File: src/rtl/rf_pkg.sv
// Shared defaults, helpers and types for the multi-port
// integer register file.
package rf_pkg;

  localparam int XLEN_DEFAULT     = 32;
  localparam int NUM_REGS_DEFAULT = 32;
  localparam int AW_DEFAULT       = $clog2(NUM_REGS_DEFAULT);

  function automatic int rf_aw(input int n);
    return $clog2(n);
  endfunction

  typedef logic [AW_DEFAULT-1:0]   rf_addr_t;
  typedef logic [XLEN_DEFAULT-1:0] rf_data_t;

endpackage

File: src/rtl/rf_scoreboard.sv
// Per-register busy bits: set on reserve, cleared on write,
// reserve wins over a same-cycle write.
module rf_scoreboard
  import rf_pkg::*;
#(
  parameter int NUM_REGS  = NUM_REGS_DEFAULT,
  parameter int NUM_WRITE = 1,
  parameter int AW        = rf_aw(NUM_REGS)
) (
  input  logic                  clk,
  input  logic                  reset,
  input  logic                  rsv_en,
  input  logic [AW-1:0]         rsv_addr,
  input  logic [NUM_WRITE-1:0]  wr_en,
  input  logic [NUM_WRITE*AW-1:0] wr_addr,
  output logic [NUM_REGS-1:0]   next_busy
);

  logic [NUM_REGS-1:0] busy;
  logic [NUM_REGS-1:0] set;
  logic [NUM_REGS-1:0] clr;

  always_comb begin
    set = '0;
    clr = '0;
    if (rsv_en) set[rsv_addr] = 1'b1;
    for (int j = 0; j < NUM_WRITE; j++) begin
      if (wr_en[j]) clr[wr_addr[j*AW +: AW]] = 1'b1;
    end
    next_busy    = ((busy | set) & ~clr) | (set & clr);
    next_busy[0] = 1'b0;
  end

  always_ff @(posedge clk) begin
    if (reset) busy <= '0;
    else       busy <= next_busy;
  end

endmodule

File: src/rtl/regfile_mp.sv
// Parametrised multi-port register file with write-first
// bypass, busy scoreboard and stallable registered reads.
module regfile_mp
  import rf_pkg::*;
#(
  parameter int XLEN      = XLEN_DEFAULT,
  parameter int NUM_REGS  = NUM_REGS_DEFAULT,
  parameter int NUM_READ  = 2,
  parameter int NUM_WRITE = 1,
  parameter int AW        = rf_aw(NUM_REGS)
) (
  input  logic                      clk,
  input  logic                      reset,
  input  logic                      stall,
  input  logic [NUM_READ*AW-1:0]    rs_addr,
  output logic [NUM_READ*XLEN-1:0]  rs_data,
  output logic [NUM_READ-1:0]       rs_busy,
  input  logic [NUM_WRITE-1:0]      wr_en,
  input  logic [NUM_WRITE*AW-1:0]   wr_addr,
  input  logic [NUM_WRITE*XLEN-1:0] wr_data,
  input  logic                      rsv_en,
  input  logic [AW-1:0]             rsv_addr
);

  logic [XLEN-1:0]     regs [NUM_REGS];
  logic [XLEN-1:0]     rd   [NUM_READ];
  logic [NUM_REGS-1:0] next_busy;

  rf_scoreboard #(
    .NUM_REGS  (NUM_REGS),
    .NUM_WRITE (NUM_WRITE),
    .AW        (AW)
  ) u_sb (
    .clk       (clk),
    .reset     (reset),
    .rsv_en    (rsv_en),
    .rsv_addr  (rsv_addr),
    .wr_en     (wr_en),
    .wr_addr   (wr_addr),
    .next_busy (next_busy)
  );

  // Later write ports are applied last, so the highest index wins.
  always_ff @(posedge clk) begin
    if (reset) begin
      for (int r = 0; r < NUM_REGS; r++) regs[r] <= '0;
    end else begin
      for (int j = 0; j < NUM_WRITE; j++) begin
        if (wr_en[j] && wr_addr[j*AW +: AW] != '0)
          regs[wr_addr[j*AW +: AW]] <= wr_data[j*XLEN +: XLEN];
      end
    end
  end

  always_comb begin
    for (int i = 0; i < NUM_READ; i++) begin
      rd[i] = regs[rs_addr[i*AW +: AW]];
      for (int j = 0; j < NUM_WRITE; j++) begin
        if (wr_en[j] && wr_addr[j*AW +: AW] == rs_addr[i*AW +: AW])
          rd[i] = wr_data[j*XLEN +: XLEN];
      end
      if (rs_addr[i*AW +: AW] == '0) rd[i] = '0;
    end
  end

  always_ff @(posedge clk) begin
    if (reset) begin
      rs_data <= '0;
      rs_busy <= '0;
    end else if (!stall) begin
      for (int i = 0; i < NUM_READ; i++) begin
        rs_data[i*XLEN +: XLEN] <= rd[i];
        rs_busy[i]              <= next_busy[rs_addr[i*AW +: AW]];
      end
    end
  end

endmodule

File: config.mk
export PLATFORM = sky130hd
export DESIGN_NAME = regfile_mp
export DESIGN_NICKNAME = d
export VERILOG_FILES = /design/src/rtl/rf_pkg.sv /design/src/rtl/rf_scoreboard.sv /design/src/rtl/regfile_mp.sv
export SDC_FILE = /design/constraint.sdc
export NUM_CORES = 2
export LEC_CHECK = 0
export CORE_MARGIN = 4
export CORE_UTILIZATION = 40
export CTS_BUF_LIST = sky130_fd_sc_hd__clkbuf_16
export DETAILED_ROUTE_END_ITERATION = 10
export GPL_TIMING_DRIVEN = 1
export SETUP_SLACK_MARGIN = 0.02
export SYNTH_ARGS = -nofsm -noshare
export SYNTH_HDL_FRONTEND = slang
export SYNTH_HIERARCHICAL = 1
export SYNTH_SLANG_ARGS = --single-unit
export TNS_END_PERCENT = 1
File: constraint.sdc
create_clock -name clk -period 7.1 [get_ports clk]
set_clock_uncertainty 0.1 [all_clocks]
set_input_delay 1.065 -clock clk [delete_from_list [all_inputs] [get_ports clk]]
set_output_delay 1.065 -clock clk [all_outputs]
set_load 0.05 [all_outputs]
==> results.md <==
- Status: complete, no violations
- Critical Path Max Stage Delay: 1080 ps
- CP startpoint kind: input pin
- Synth Instances: 3863
- Reg2Reg Depth: 5
- Synth Warn #: 6
- Fmax: 204 MHz
- Sequential share of power: 48.1%
- Die Width: 388 µm
- Grt ovf: 0
- Final cell count without fillers: 5858
- Worst-Skew Late Latency: 760 ps
- Overall routed net length: 200 mm
- Total Negative Setup Slacks: 0 ps
- Switching power: 4.19 mW
- Worst setup endpoint: regs[4][7]
- Final setup fails: 0
- Most frequent cells in the layout: 1024 x edfxtp_1, 993 x and2_1, 526 x mux4_2, 189 x a22o_1, 130 x a221oi_1
- CP Class: in2reg
- Die height: 388 µm
- Critical path depth in cells: 5
- Core area: 144000 µm²
- Total GRT Usage: 26.2%
- VDD IR max: 200 µV
- Synth Flop Type: edfxtp_1
- Min-delay worst type: reg2reg
- Root Driver: clkbuf_16
- Pre-Repair DR Iteration Count: 6
- Maximum capacitance violations: 0
- Clock buffers created by TritonCTS: 121
- Row count: 139
- DIE AREA: 151000 µm²
- Share of layout cells above drive strength 1: 23.4%
- CP Buf/Inv Count: 1
- Fillcell total: 12529
- FF-to-FF Start: regs[10][27]
- Worst path cell trace: clkdlybuf4s50_1 > or3_1 > nand4bb_1 > nor2_4 > or2_2
- Deepest clock path buffer count: 3
- Lkg Pwr: 22.0 nW
- Arr. time, crit path: 5150 ps
- Seq/Total Area, Yosys: 56.5%
- Clk pin slew, worst setup/hold paths: 60 ps
- Combinational fraction of design power: 12.1%
- Crit. End Element: flop
- Vias in the first global route: 36864
- GP Congestion: 0.851
- Final #Nets: 3901
- Slew Limit Fails: 0
- First-pass GRT wire length: 283 mm
- Buffers added on ports: 122
- Post-synth EDFFs: 1024
- Slew HR: 13.6%
- CTS resizes: 0
- Placed insts: 5624
- Initial Utilization: 40.3%
- Unique masters post-synth: 45
- Ys async rst share: 0%
- CP top delay family: simple AND/OR/NAND/NOR gates
- Storage cell area: 32700 µm²
- Most common library cell in the layout ignoring fill and taps: edfxtp_1
- Clock sinks: 1121
- R2R Path End: rs_data[59]
- Worst-Margin Slew: 1290 ps
- Mean number of vias per cell: 6.31
- Tmin final: 4890 ps
- Post-CTS Setup Repair Bufs: 0
- # DRC: 0
- Crit Path Max Fanout: 33
- Vias: 36971
- WL per Instance: 34.1 µm
- I/O pin total: 123
- Critical Path RT: 7360 ps
- CP max stage cell: nor2_4
- Worst R2R Setup Slack: 4580 ps
- Pint: 12.0 mW
- CTS tree: yes
- Final hold vios: 0
- Clk pwr share: 39.8%
- Syn avg cell area: 15.0 µm²
- CTS Hold Bufs: 0
- Cell Area, Synth: 57800 µm²
- Htree depth: 3
- Routed Antenna Nets: 0
- Synthesis-stage register bit count: 1121
- Initial drt markers: 5376
- Largest net degree at the start of global routing: 137
- Area occupied by multi-input gates: 23800 µm²
- Power Density: 249 nW/µm²
- Tcrit/Tclk final: 68.9%
- Detailed placement HPWL: 119 mm
- Crit path launch: wr_addr[4]
- Initial antenna violation count: 7
- Switching share of power: 25.9%
- RSZ-0062 raised after global routing: no
- Synthesis-to-layout area growth: 12.7%
-- worst min-delay path by stage --
stage / cells after the start / endpoint / startpoint
4_1_cts: 2 / rs_data[24] / rs_data[24]
5_1_grt: 2 / rs_data[63] / rs_data[63]
3_5_place_dp: 2 / rs_data[24] / rs_data[24]
6_report: 2 / rs_data[33] / rs_data[33]
3_3_place_gp: 2 / rs_data[29] / rs_data[29]
2_1_floorplan: 2 / u_sb/busy[14] / u_sb/busy[14]
-- worst reg2reg max path, cell delays in order (launching register included) --
cell	delay [ps]
edfxtp_1	410
mux4_2	490
a22o_1	310
a221oi_1	710
a22o_1	330
o21ai_1	90
-- flip-flops by register name, summed over array words and instances, names as in the netlist --
name       flops
u_sb/busy     31
rs_busy        2
regs        1024
rs_data       64
-- per-layer routing --
metal | share of wire, % | GRT usage [%] | vias up
met2 | 47 | 41.7 | 2258
met4 | 3.6 | 9.42 | 0
met5 | 0 | 0 | -
li1 | - | - | 14948
met1 | 39 | 35.1 | 19431
met3 | 10 | 6.28 | 334
-- final cells by class --
class                      count  area share [%]
antenna                        3          0.0115
clock buffer                 122            4.69
timing repair buffer         244            3.44
inverter                       3          0.0173
sequential                  1121            50.2
clock inverter               109            1.43
tap                         1903            3.65
multi-input combinational   2353            36.6
-- power by group through the flow --
stage               Clock (mW)  Combinational [mW]  Sequential (mW)
finish                    6.44                1.96             7.79
global route              6.75                2.04             7.82
CTS                       6.49                1.95             7.78
detailed placement           0                1.94             7.92
global placement             0                1.94             7.91
floorplan                    0                1.14             7.92
-- stage by stage --
stage | setup WS [ps] | cell area [µm²] | hold WS (ps) | util, % | power [mW]
after floorplan | 3970 | 57900 | 367 | - | 9.06
after global routing | 2030 | 65100 | 358 | 45.3 | 16.6
final | 2210 | 65200 | 345 | 45.4 | 16.2
after global placement | 1590 | 61200 | 336 | 42.6 | 9.85
after CTS | 2230 | 65100 | 347 | 45.3 | 16.2
after detailed placement | 1410 | 61200 | 339 | 42.6 | 9.86
-- synth_stat cells, drive strengths merged (33+ instances only) --
| master | instances | area share, % |
|---|---|---|
| edfxtp | 1024 | 53 |
| and2 | 995 | 11 |
| mux4 | 526 | 20 |
| clkbuf | 322 | 2.1 |
| a22o | 189 | 2.9 |
| o21ai | 161 | 1.4 |
| a221oi | 130 | 2.0 |
| nand2 | 130 | 0.84 |
| dfxtp | 97 | 3.4 |
| buf | 95 | 0.99 |
| nor2 | 39 | 0.25 |
| a21oi | 33 | 0.29 |
-- cell families (layout without fill, tap and decap cells) --
group | after synthesis | count (layout) | synth area share (%)
AND/OR/NAND/NOR | 1252 | 1252 | 12.9
flip-flops | 1121 | 1121 | 56.5
multiplexers | 534 | 534 | 20.6
AO/OA/AOI/OAI | 524 | 524 | 6.67
buffers and inverters | 420 | 478 | 3.10
XOR/XNOR | 10 | 10 | 0.151
other | 2 | 36 | 0.0130
No activity file was read; power rests on OpenSTA's default activity.
